`src/rtl/ft245_arb_pkg.sv`:
```
// Shared definitions for the FT245 transmit arbiter: FSM state encoding,
// tag-header constants and the byte-counter width.
package ft245_arb_pkg;

  typedef enum logic [2:0] {
    IDLE = 3'd0,
    ARB  = 3'd1,
    TAG  = 3'd2,
    SEND = 3'd3,
    GAP  = 3'd4
  } arb_state_t;

  // High nibble of the optional per-burst header byte.
  localparam logic [3:0] TAG_PREFIX = 4'hA;

  // Cycles of forced WR# high time between bursts.
  localparam int GAP_CYCLES = 1;

  // Burst byte counter width; holds BURST_MAX up to 256.
  localparam int CNT_W = 9;

  // Header byte announcing which requester owns the following burst.
  function automatic logic [7:0] tag_byte(input logic [2:0] gid);
    return {TAG_PREFIX, 1'b0, gid};
  endfunction

endpackage

```
`src/rtl/rr_arbiter.sv`:
```
// Round-robin requester search. The search starts one past the stored
// pointer and wraps; the pointer is only moved when a burst finishes, so
// the requester that just finished becomes the lowest priority.
module rr_arbiter
  import ft245_arb_pkg::*;
#(
  parameter  int NUM_REQ = 4,
  localparam int ID_W    = $clog2(NUM_REQ)
) (
  input  logic               i_clk,
  input  logic               i_rst_n,
  input  logic [NUM_REQ-1:0] i_req,
  input  logic               i_adv,
  input  logic [ID_W-1:0]    i_adv_idx,
  output logic [NUM_REQ-1:0] o_gnt,
  output logic [ID_W-1:0]    o_idx
);

  logic [ID_W-1:0] r_ptr;
  logic [ID_W-1:0] w_cand;
  logic            w_found;

  // Pointer remembers the last requester that completed a burst.
  always_ff @(posedge i_clk or negedge i_rst_n) begin
    if (!i_rst_n) begin
      r_ptr <= ID_W'(NUM_REQ - 1);
    end else if (i_adv) begin
      r_ptr <= i_adv_idx;
    end
  end

  // First requesting lane after the pointer, with wrap-around.
  always_comb begin
    o_gnt   = '0;
    o_idx   = '0;
    w_found = 1'b0;
    w_cand  = '0;
    for (int k = 1; k <= NUM_REQ; k++) begin
      w_cand = ID_W'((int'(r_ptr) + k) % NUM_REQ);
      if (!w_found && i_req[w_cand]) begin
        w_found       = 1'b1;
        o_gnt[w_cand] = 1'b1;
        o_idx         = w_cand;
      end
    end
  end

endmodule

```
`src/rtl/ft245_tx_arbiter.sv`:
```
// FT245 transmit-port arbiter: shares one asynchronous-FIFO write port
// between NUM_REQ valid/ready/last byte streams, round-robin per burst.
// A burst ends on the owner's last byte or after BURST_MAX bytes, followed
// by a one-cycle WR# high gap.
// Optional build macro FT245_ARB_TAG_EN: each burst is preceded by a
// header byte {4'hA, 1'b0, grant_id}.
module ft245_tx_arbiter
  import ft245_arb_pkg::*;
#(
  parameter  int NUM_REQ   = 4,
  parameter  int BURST_MAX = 64,
  localparam int ID_W      = $clog2(NUM_REQ)
) (
  input  logic                 clock_in,
  input  logic                 reset_n,
  input  logic                 enable,
  input  logic                 txe_n,
  output logic                 wr_n,
  output logic [7:0]           data_out,
  input  logic [8*NUM_REQ-1:0] in_data,
  input  logic [NUM_REQ-1:0]   in_valid,
  input  logic [NUM_REQ-1:0]   in_last,
  output logic [NUM_REQ-1:0]   in_ready,
  output logic [ID_W-1:0]      grant_id,
  output logic                 busy
);

  arb_state_t         r_state;
  arb_state_t         w_state_nxt;
  logic [ID_W-1:0]    r_grant;
  logic [CNT_W-1:0]   r_cnt;
  logic [3:0]         r_gap;

  logic [NUM_REQ-1:0] w_arb_gnt;
  logic [ID_W-1:0]    w_arb_idx;
  logic [7:0]         w_lanes [NUM_REQ];
  logic               w_any_valid;
  logic               w_beat;
  logic               w_burst_end;
  logic               w_gap_done;
  logic [CNT_W-1:0]   w_cnt_inc;
  logic               w_wr_n;
  logic [NUM_REQ-1:0] w_ready;
  logic [7:0]         w_data;

  for (genvar gi = 0; gi < NUM_REQ; gi++) begin : g_lane
    assign w_lanes[gi] = in_data[8*gi +: 8];
  end

  assign w_any_valid = |in_valid;
  assign w_cnt_inc   = r_cnt + 1'b1;
  assign w_gap_done  = (r_gap == 4'(GAP_CYCLES - 1));

  rr_arbiter #(
    .NUM_REQ (NUM_REQ)
  ) u_rr (
    .i_clk     (clock_in),
    .i_rst_n   (reset_n),
    .i_req     (in_valid),
    .i_adv     (w_burst_end),
    .i_adv_idx (r_grant),
    .o_gnt     (w_arb_gnt),
    .o_idx     (w_arb_idx)
  );

  // State register.
  always_ff @(posedge clock_in or negedge reset_n) begin
    if (!reset_n) begin
      r_state <= IDLE;
    end else begin
      r_state <= w_state_nxt;
    end
  end

  // Next state and the combinational FT245 strobe / handshake outputs.
  always_comb begin
    w_state_nxt = r_state;
    w_wr_n      = 1'b1;
    w_ready     = '0;
    w_data      = '0;
    w_beat      = 1'b0;
    w_burst_end = 1'b0;
    unique case (r_state)
      IDLE: begin
        if (enable && !txe_n && w_any_valid) begin
          w_state_nxt = ARB;
        end
      end
      ARB: begin
        if (|w_arb_gnt) begin
`ifdef FT245_ARB_TAG_EN
          w_state_nxt = TAG;
`else
          w_state_nxt = SEND;
`endif
        end else begin
          w_state_nxt = IDLE;
        end
      end
`ifdef FT245_ARB_TAG_EN
      TAG: begin
        w_wr_n = txe_n;
        w_data = tag_byte(3'(r_grant));
        if (!txe_n) begin
          w_state_nxt = SEND;
        end
      end
`endif
      SEND: begin
        // Stalls only hold the burst; enable is deliberately ignored here.
        w_data           = w_lanes[r_grant];
        w_beat           = in_valid[r_grant] & ~txe_n;
        w_wr_n           = ~w_beat;
        w_ready[r_grant] = w_beat;
        if (w_beat && (in_last[r_grant] || (w_cnt_inc == CNT_W'(BURST_MAX)))) begin
          w_burst_end = 1'b1;
          w_state_nxt = GAP;
        end
      end
      GAP: begin
        if (w_gap_done) begin
          w_state_nxt = (enable && w_any_valid && !txe_n) ? ARB : IDLE;
        end
      end
      default: begin
        w_state_nxt = IDLE;
      end
    endcase
  end

  // Granted lane, burst byte counter and gap timer.
  always_ff @(posedge clock_in or negedge reset_n) begin
    if (!reset_n) begin
      r_grant <= '0;
      r_cnt   <= '0;
      r_gap   <= '0;
    end else begin
      if (r_state == ARB && |w_arb_gnt) begin
        r_grant <= w_arb_idx;
      end
      if (r_state == ARB) begin
        r_cnt <= '0;
      end else if (w_beat && (r_cnt != CNT_W'(BURST_MAX))) begin
        r_cnt <= w_cnt_inc;
      end
      if (r_state == GAP) begin
        r_gap <= r_gap + 4'd1;
      end else begin
        r_gap <= '0;
      end
    end
  end

  assign wr_n     = w_wr_n;
  assign in_ready = w_ready;
  assign data_out = w_data;
  assign grant_id = r_grant;
  assign busy     = (r_state != IDLE);

endmodule

```
`config.mk`:
```
export PLATFORM = sky130hd
export DESIGN_NAME = ft245_tx_arbiter
export DESIGN_NICKNAME = d
export VERILOG_FILES = /design/src/rtl/ft245_arb_pkg.sv /design/src/rtl/rr_arbiter.sv /design/src/rtl/ft245_tx_arbiter.sv
export SDC_FILE = /design/constraint.sdc
export NUM_CORES = 1
export LEC_CHECK = 0
export ABC_AREA = 1
export BUFFER_PORTS_ARGS = -buffer_cell sky130_fd_sc_hd__buf_2
export CORE_MARGIN = 5
export CORE_UTILIZATION = 45
export CTS_CLUSTER_DIAMETER = 40
export DETAILED_ROUTE_END_ITERATION = 8
export PLACE_DENSITY = 0.83
export SLEW_MARGIN = 5
export SYNTH_ARGS = -nofsm -noshare
export SYNTH_HDL_FRONTEND = slang
export SYNTH_HIERARCHICAL = 1
export SYNTH_SLANG_ARGS = --single-unit
```
`constraint.sdc`:
```
create_clock -name clock_in -period 2.9 [get_ports clock_in]
set_input_delay 0.58 -clock clock_in [delete_from_list [all_inputs] [get_ports clock_in]]
set_output_delay 0.58 -clock clock_in [all_outputs]
set_load 0.01 [all_outputs]
```
==> results of run 1 <==
power groups by stage:
| stage | sequential [W] | combinational (W) | clock (W) |
|---|---|---|---|
| finish | 0.000446 | 0.00138 | 0.000211 |
| global route | 0.000456 | 0.00154 | 0.000231 |
| CTS | 0.000452 | 0.00135 | 0.000218 |
| detailed placement | 0.000457 | 0.00134 | 0 |
| global placement | 0.000451 | 0.00132 | 0 |
| floorplan | 0.000416 | 0.00106 | 0 |
sequential cells by signal, indices dropped and copies added, names as in the netlist:
signal,cells
r_state,3
r_gap,4
u_rr/r_ptr,2
r_cnt,9
grant_id,2
through the flow:
| step | instances | cell area (um2) | hold slack (ns) | power, W |
|---|---|---|---|---|
| global route | 395 | 2420 | 0.310 | 0.00223 |
| global placement | 389 | 2350 | 0.475 | 0.00177 |
| detailed placement | 389 | 2350 | 0.485 | 0.00180 |
| finish | 395 | 2420 | 0.263 | 0.00203 |
| floorplan | 282 | 2000 | 0.284 | 0.00147 |
| CTS | 393 | 2400 | 0.272 | 0.00202 |
cell usage after synthesis (2+ instances only):
cell,count
a22oi_1,8
ha_1,12
clkbuf_1,3
nor2_4,3
nor3_1,6
a31oi_1,9
dfrtp_1,18
a21oi_1,7
inv_1,24
xor2_1,3
o21ai_1,3
a21boi_0,4
nand2_1,52
dfstp_2,2
nand3_1,46
nor4_1,2
nor2_8,2
nand4_1,6
inv_2,10
nand2_2,5
o21ai_2,5
nor2_1,25
nand2_4,4
nand3_2,7
buf_2,3
nand3b_1,3
o21ai_0,3
per-layer routing:
layer / GRT usage / wire [um] / vias up
met5: 0 / 0 / -
li1: - / - / 1083
met4: 0.0542 / 109 / 0
met2: 0.287 / 2320 / 98
met3: 0.0363 / 407 / 8
met1: 0.230 / 2210 / 983
cell type report:
class / count / area (um2)
multi-input cells: 221 / 1330
flip-flops and latches: 20 / 503
inverters: 34 / 128
repair buffers: 64 / 333
fillers: 431 / 1910
well taps: 52 / 65.1
clock buffers: 4 / 55.1
worst min path at each step:
stage,end,slack (ns),startpoint,cells after the start
4_1_cts,r_cnt[3]$_DFFE_PN0P_,0.27,reset_n,1
3_5_place_dp,r_gap[0]$_DFF_PN0_,0.49,r_gap[0]$_DFF_PN0_,1
6_report,r_gap[3]$_DFF_PN0_,0.26,reset_n,1
5_1_grt,r_gap[3]$_DFF_PN0_,0.31,reset_n,1
3_3_place_gp,r_gap[0]$_DFF_PN0_,0.48,r_gap[0]$_DFF_PN0_,1
2_1_floorplan,grant_id[0]$_DFFE_PN0P_,0.28,reset_n,0
critical path: stages, from the launching register on:
cell and delay, ns:
dfrtp_1 0.62, nor2_4 0.33, nand2_1 0.10, nand4_2 0.11, nand2_4 0.08, nor2_8 0.13
inv_2 0.08, nor3_1 0.21, buf_2 0.19
kinds of logic after synthesis:
| family | synth area share |
|---|---|
| AO/OA/AOI/OAI | 0.144 |
| flip-flops | 0.251 |
| XOR/XNOR | 0.0175 |
| AND/OR/NAND/NOR | 0.430 |
| buffers and inverters | 0.0825 |
| adder cells (fa/ha/maj) | 0.0750 |
what timing repair did:
item                       CTS  global route
buffers inserted             0             2
hold buffers                 0             0
setup endpoints to repair    0             1
gates resized for setup      0             0
hold endpoints to repair     0             0
==> flow_summary.json, run 1 <==
{
  "rsz0062_at_grt": "no",
  "cts_root_buffer": "clkbuf_8",
  "pwr-share-clk": 0.104,
  "intPower_w": 0.000950,
  "port_buffers": 59,
  "synth_ff_type": "dfrtp_1",
  "ant_nets": 0,
  "leakage_nw": 1.20,
  "grt_usage": 0.175,
  "drc_errors": 0,
  "final_cell_mix": "buf_2 (59), nand2_1 (52), nand3_1 (46)",
  "worst_setup_path_start_kind": "flop",
  "vias_per_cell": 5.50,
  "avgSynthCellArea_um2": 7.10,
  "relSlewSlack": 0.575,
  "ys_top_cells_by_area": "dfrtp_1 (23%), nand3_1 (12%), nand2_1 (9.7%)",
  "cts_buffers": 3,
  "cp-endpoint": "in_ready[2]",
  "reg2regPathDepth": 13,
  "cp_max_fo": 15,
  "ys_seq_area_frac": 0.251,
  "overflow": 0,
  "drtIter0Drc": 97,
  "row_count": 24,
  "yosys.area.top_type": "dfrtp_1",
  "clk_latency_ns": 0.26,
  "die_w_um": 76.7,
  "start_util": 0.463,
  "synth.distinct_cells": 34,
  "dpl.hpwl_um": 4100,
  "switching_power_w": 0.00108,
  "end_kind": "output port",
  "reg2reg_from": "u_rr/r_ptr[1]$_DFFE_PN1P_",
  "tritoncts": "done",
  "setup_viol": 0,
  "final_common_cell": "buf_2",
  "status": "complete, no violations",
  "avgRoutedWirePerCell_um": 12.8,
  "synth_nets": 338,
  "path_clk_slew_ns": 0.07,
  "timing.rr.end": "r_state[0]$_DFFE_PN0P_",
  "cts_buffer_depth": 2,
  "syn2layout_area_growth_pct": 20.8,
  "min-delay-path-class": "in -> async",
  "synth_top_cell_area_share": 0.225,
  "die-area_um2": 5880,
  "critPathRequiredTime_ns": 2.32,
  "ir_worst_vdd_v": 0.000580,
  "async_flop_share": 1.00,
  "pre_cts_ws_ns": 0.250,
  "worst_slack_ns": 0.207,
  "die_height_um": 76.7,
  "coreArea_um2": 4320,
  "syn_area_um2": 2000,
  "finalCritPeriodShare": 0.929,
  "cap_violations": 0,
  "critical_path_class": "reg -> out",
  "fin_setup_tns_ns": 0,
  "netSwitchingFraction": 0.533,
  "postLayoutCoreUtil": 0.559,
  "clock.fmax_mhz": 371,
  "synth_cells": 282,
  "crit_start": "grant_id[1]$_DFFE_PN0P_",
  "wirelength_um": 5050,
  "grt_pass1_wl_um": 8840,
  "grt_max_degree": 21,
  "pwr_density_cell_nw_per_um2": 842,
  "maxSlewViolCount": 0,
  "antennaDiodeCount": 0,
  "yosys_warnings": 6,
  "firstDrtPassIters": 4,
  "tightest_slew_ns": 0.637,
  "seq_power_share": 0.219,
  "synth_edf_count": 0,
  "place.gp.congestion": 0.886,
  "drive_gt1_frac": 0.318,
  "io_pins": 60,
  "cts_sinks": 20,
  "h-tree-depth": 1,
  "grt_pass1_vias": 2057,
  "reg2reg_slack_ns": 0.22,
  "clock-skew-final_ns": 0.00202,
  "routed-via-count": 2172,
  "synth-seq-cells": 20,
  "p_comb_frac": 0.677,
  "fin_crit_ns": 2.69,
  "worstPathArrival_ns": 2.11,
  "finalHoldViolations": 0,
  "nets": 400,
  "antenna_found_initial": 0
}
Power figures use the tool's default switching activity.
==> run 2, diff against run 1 <==
==> constraint.sdc (replaced) <==
create_clock -name clock_in -period 3.3 [get_ports clock_in]
set_input_delay 0.66 -clock clock_in [delete_from_list [all_inputs] [get_ports clock_in]]
set_output_delay 0.66 -clock clock_in [all_outputs]
set_load 0.01 [all_outputs]
==> run 2 against run 1 <==
Sequential power decreased by 12%. First-iteration DRC count decreased by 6.2%. Routed wire length decreased by 1.0%. Hold slack improved by 0.074 ns. Clock skew increased by 0.0042 ns. Global-route usage decreased by 0.22 points. Sequential share of layout area increased by 0.22 points. Final cell count decreased by 0.51%. Count of clock-buffer cells in the layout unchanged. Non-clock buffer count decreased by 2. Critical endpoint is now r_state[0]$_DFFE_PN0P_. Largest cell class unchanged.
==> flow_summary.json, run 2 (synthesized netlist as in run 1, its figures left out) <==
{
  "path_clk_slew_ns": 0.08,
  "postLayoutCoreUtil": 0.553,
  "netSwitchingFraction": 0.545,
  "clock-skew-final_ns": 0.00621,
  "intPower_w": 0.000795,
  "final_cell_mix": "buf_2 (59), nand2_1 (52), nand3_1 (46)",
  "avgRoutedWirePerCell_um": 12.7,
  "hold_buffers": 0,
  "critical_path_class": "reg -> reg",
  "cts_root_buffer": "clkbuf_8",
  "grt_usage": 0.173,
  "fin_cells": 393,
  "p_comb_frac": 0.679,
  "reg_top3": "r_cnt x9, r_gap x4, r_state x3",
  "fin_crit_ns": 2.84,
  "grt_pass1_vias": 2055,
  "maxSlewViolCount": 0,
  "die-area_um2": 5880,
  "row_count": 24,
  "start_util": 0.463,
  "antenna_found_initial": 0,
  "coreArea_um2": 4320,
  "antennaDiodeCount": 0,
  "drive_gt1_frac": 0.311,
  "tritoncts": "done",
  "routed-via-count": 2159,
  "finalHoldViolations": 0,
  "rsz0062_at_grt": "no",
  "syn2layout_area_growth_pct": 19.5,
  "io_pins": 60,
  "final_common_cell": "buf_2",
  "ir_worst_vdd_v": 0.000433,
  "grt_pass1_wl_um": 8790,
  "place.gp.congestion": 0.872,
  "die_height_um": 76.7,
  "fin_setup_tns_ns": 0,
  "leakage_nw": 1.19,
  "relSlewSlack": 0.525,
  "cts_buffer_depth": 2,
  "drc_errors": 0,
  "worst_setup_path_start_kind": "flop",
  "finalCritPeriodShare": 0.861,
  "setup_viol": 0,
  "post_cts_buffers": 0,
  "vias_per_cell": 5.49,
  "overflow": 0,
  "switching_power_w": 0.000950,
  "worst_slack_ns": 0.459,
  "pre_cts_ws_ns": 0.448,
  "cap_violations": 0,
  "cts_sinks": 20,
  "cp_max_fo": 13,
  "clock.fmax_mhz": 352,
  "pwr-share-clk": 0.095,
  "drtIter0Drc": 91,
  "end_kind": "flop",
  "port_buffers": 59,
  "worstPathArrival_ns": 2.99,
  "grt_max_degree": 21,
  "cts_buffers": 3,
  "largest_register_ffs": 9,
  "regMostFlops": "r_cnt",
  "wirelength_um": 5000,
  "nets": 398,
  "dp.cells": 389,
  "die_w_um": 76.7,
  "h-tree-depth": 1,
  "seq_power_share": 0.225,
  "tightest_slew_ns": 0.713,
  "pwr_density_cell_nw_per_um2": 729,
  "min-delay-path-class": "in -> async",
  "ant_nets": 0,
  "dpl.hpwl_um": 4070,
  "critPathRequiredTime_ns": 3.44,
  "clk_latency_ns": 0.26,
  "firstDrtPassIters": 4,
  "cts_resized": 0,
  "status": "complete, no violations"
}
run 2: cell types whose count changed in the layout (fill, tap and decap cells not counted), sizes merged:
cell  before  now
buf       64   62
run 2: worst max-delay path, cell delays in order, from the launching register on:
cell     delay, ns
dfstp_2       0.65
inv_2         0.16
ha_1          0.36
inv_1         0.13
nand3_2       0.14
nand2_4       0.12
nor2_2        0.07
a21oi_1       0.14
nand3_1       0.11
o41ai_2       0.59
nand2_1       0.10
nor2_1        0.11
o21ai_1       0.06
run 2: final cells by class:
class | count | area, um2
clock buffer | 4 | 45.0
sequential | 20 | 503
fill | 421 | 1930
inverter | 34 | 128
timing repair buffer | 62 | 318
tap | 52 | 65.1
multi-input combinational | 221 | 1330
run 2: final timing paths:
kind / end / slack (ns) / startpoint / cells past startpoint
worst max-delay path: r_state[0]$_DFFE_PN0P_ / 0.46 / u_rr/r_ptr[0]$_DFFE_PN1P_ / 12
worst max register to register: r_state[0]$_DFFE_PN0P_ / 0.46 / u_rr/r_ptr[0]$_DFFE_PN1P_ / 12
max in group asynchronous: u_rr/r_ptr[1]$_DFFE_PN1P_ / 2.62 / reset_n / 1
min in group clock_in: r_gap[0]$_DFF_PN0_ / 0.50 / r_gap[0]$_DFF_PN0_ / 1
worst min-delay path: r_cnt[3]$_DFFE_PN0P_ / 0.34 / reset_n / 1
worst min register to register: r_gap[0]$_DFF_PN0_ / 0.50 / r_gap[0]$_DFF_PN0_ / 1
run 2: metrics by stage:
stage	area, um2	hold slack, ns	total power [W]
2_1_floorplan	2000	0.364	0.00129
3_5_place_dp	2350	0.489	0.00158
4_1_cts	2390	0.356	0.00175
6_report	2390	0.337	0.00174
5_1_grt	2390	0.387	0.00190
3_3_place_gp	2350	0.475	0.00155
run 2: layer usage:
metal | share of wire | routed length [um] | up-vias | GRT usage
li1 | - | - | 1082 | -
met1 | 0.45 | 2230 | 968 | 0.225
met2 | 0.45 | 2250 | 97 | 0.279
met3 | 0.084 | 418 | 12 | 0.0433
met4 | 0.020 | 99 | 0 | 0.0542
met5 | 0 | 0 | - | 0
run 2: power by group through the flow:
stage | Clock, W | Combinational, W | Sequential [W]
after floorplan | 0 | 0.000927 | 0.000365
after global placement | 0 | 0.00115 | 0.000391
after detailed placement | 0 | 0.00118 | 0.000395
after CTS | 0.000167 | 0.00119 | 0.000391
after global routing | 0.000179 | 0.00132 | 0.000403
final | 0.000166 | 0.00119 | 0.000393
==> run 3, diff against run 2 <==
--- a/config.mk
+++ b/config.mk
@@ -7,11 +7,11 @@
 export LEC_CHECK = 0
 export ABC_AREA = 1
 export BUFFER_PORTS_ARGS = -buffer_cell sky130_fd_sc_hd__buf_2
-export CORE_MARGIN = 5
 export CORE_UTILIZATION = 45
 export CTS_CLUSTER_DIAMETER = 40
 export DETAILED_ROUTE_END_ITERATION = 8
 export PLACE_DENSITY = 0.83
+export REMOVE_ABC_BUFFERS = 1
 export SLEW_MARGIN = 5
 export SYNTH_ARGS = -nofsm -noshare
 export SYNTH_HDL_FRONTEND = slang
==> run 3 against run 2 <==
Largest power group unchanged. Utilization rose by 2.2 points. Critical path depth down 4. Die area down 20%. Final cell count decreased by 1.0%. Non-clock buffer count shrank 2. Via count fell by 3.3%. Sequential power grew 3%. Hold slack got worse by 0.0039 ns. Highest routed layer unchanged. Register-to-register slack gained 0.03 ns. Power about the same.
==> flow_summary.json, run 3 (synthesized netlist as in run 1, its figures left out) <==
{
  "status": "complete, no violations",
  "antenna_found_initial": 0,
  "routed-via-count": 2087,
  "whs_ns": 0.333,
  "cts_buffer_depth": 2,
  "multi_input_comb_area_um2": 1330,
  "cts_resized": 0,
  "cap_violations": 0,
  "grt_pass1_wl_um": 8170,
  "tightest_slew_ns": 0.955,
  "wirelength_um": 4740,
  "pwr_density_cell_nw_per_um2": 731,
  "tritoncts": "done",
  "hold_buffers": 0,
  "finalHoldViolations": 0,
  "grt_usage": 0.227,
  "ir_worst_vdd_v": 0.000526,
  "rsz0062_at_grt": "no",
  "syn2layout_area_growth_pct": 19.1,
  "drtIter0Drc": 117,
  "die_w_um": 68.7,
  "fin_setup_tns_ns": 0,
  "overflow": 0,
  "final_common_cell": "buf_2",
  "critPathRequiredTime_ns": 2.64,
  "die_height_um": 68.7,
  "largest_register_ffs": 9,
  "fin_crit_ns": 2.87,
  "n_fill_cell": 392,
  "avgRoutedWirePerCell_um": 12.2,
  "row_count": 23,
  "clock.fmax_mhz": 349,
  "critical_path_class": "reg -> out",
  "firstDrtPassIters": 4,
  "post_cts_buffers": 0,
  "dpl.hpwl_um": 3760,
  "h-tree-depth": 1,
  "crit_buf_inv": 2,
  "clock-skew-final_ns": 0.00151,
  "clk_latency_ns": 0.26,
  "place_area_um2": 2330,
  "min-delay-path-class": "in -> async",
  "worstPathArrival_ns": 2.21,
  "io_pins": 60,
  "regMostFlops": "r_cnt",
  "vias_per_cell": 5.37,
  "drive_gt1_frac": 0.310,
  "nets": 396,
  "start_util": 0.483,
  "leakage_nw": 1.18,
  "coreArea_um2": 4140,
  "fin_total_pwr_w": 0.00174,
  "reg_top3": "r_cnt x9, r_gap x4, r_state x3",
  "setup_viol": 0,
  "grt_pass1_vias": 1867,
  "antennaDiodeCount": 0,
  "cp_max_fo": 27,
  "die-area_um2": 4720,
  "crit_family": "simple AND/OR/NAND/NOR gates",
  "maxSlewViolCount": 0,
  "register_area_um2": 503,
  "critPathSlowestCell": "dfrtp_1",
  "cts_root_buffer": "clkbuf_8",
  "design_area_um2": 2380,
  "finalCritPeriodShare": 0.869,
  "grt_max_degree": 28,
  "place.gp.congestion": 0.952,
  "crit_start": "grant_id[1]$_DFFE_PN0P_",
  "cts_buffers": 3,
  "end_kind": "output port",
  "reg2reg_from": "u_rr/r_ptr[0]$_DFFE_PN1P_",
  "path_clk_slew_ns": 0.07,
  "cts_sinks": 20,
  "drc_errors": 0,
  "worst_setup_path_start_kind": "flop",
  "path_cells": "nor2_4 > nand2_1 > nand4_2 > nand2_4 > nor2_8 > inv_2 > nor3_1 > buf_2",
  "port_buffers": 59,
  "slowest_delay_ns": 0.74,
  "relSlewSlack": 0.364,
  "ant_nets": 0,
  "final_cell_mix": "buf_2 (59), nand2_1 (52), nand3_1 (46)"
}
## run 3: worst register-to-register path: cells and delay by family, from the launching register on
kind            cells  cell delay [ns]
compound gates      3             0.75
simple gates        6             0.65
flops               1             0.64
fa+ha+maj           1             0.36
buf+inv             2             0.29
## run 3: layer usage
metal | global-route usage | wire length [um]
met2 | 0.393 | 2340
met3 | 0.0378 | 319
met5 | 0 | 0
met4 | 0.0485 | 42
met1 | 0.293 | 2030
## run 3: path summary, 6_finish.rpt
kind | end | slack, ns | cells after the start
max | in_ready[0] | 0.43 | 8
max reg2reg | r_state[0]$_DFFE_PN0P_ | 0.49 | 12
min | r_gap[2]$_DFF_PN0_ | 0.33 | 1
max in group asynchronous | u_rr/r_ptr[0]$_DFFE_PN1P_ | 2.63 | 1
min reg2reg | r_gap[0]$_DFF_PN0_ | 0.49 | 1
min in group clock_in | r_gap[0]$_DFF_PN0_ | 0.49 | 1
## run 3: layout make-up
cell class,instances,area share
clock buffer,4,0.0231
inverter,34,0.0535
multi-input combinational,221,0.559
sequential,20,0.211
tap,50,0.0262
timing repair buffer,60,0.127
## run 3: metrics by stage
step	cells	worst slack (ns)	util
finish	389	0.434	0.575
global route	389	0.248	0.575
CTS	389	0.407	0.575
detailed placement	385	0.514	0.562
global placement	385	0.589	0.562
floorplan	275	0.756	-
## run 3: power by group
part	internal, W	total, W	switching [W]	leakage (nW)
sequential	0.000300	0.000406	0.000107	0.264
combinational	0.000394	0.00115	0.000755	0.889
clock	0.000106	0.000189	0.0000823	0.0288
total	0.000800	0.00174	0.000944	1.18
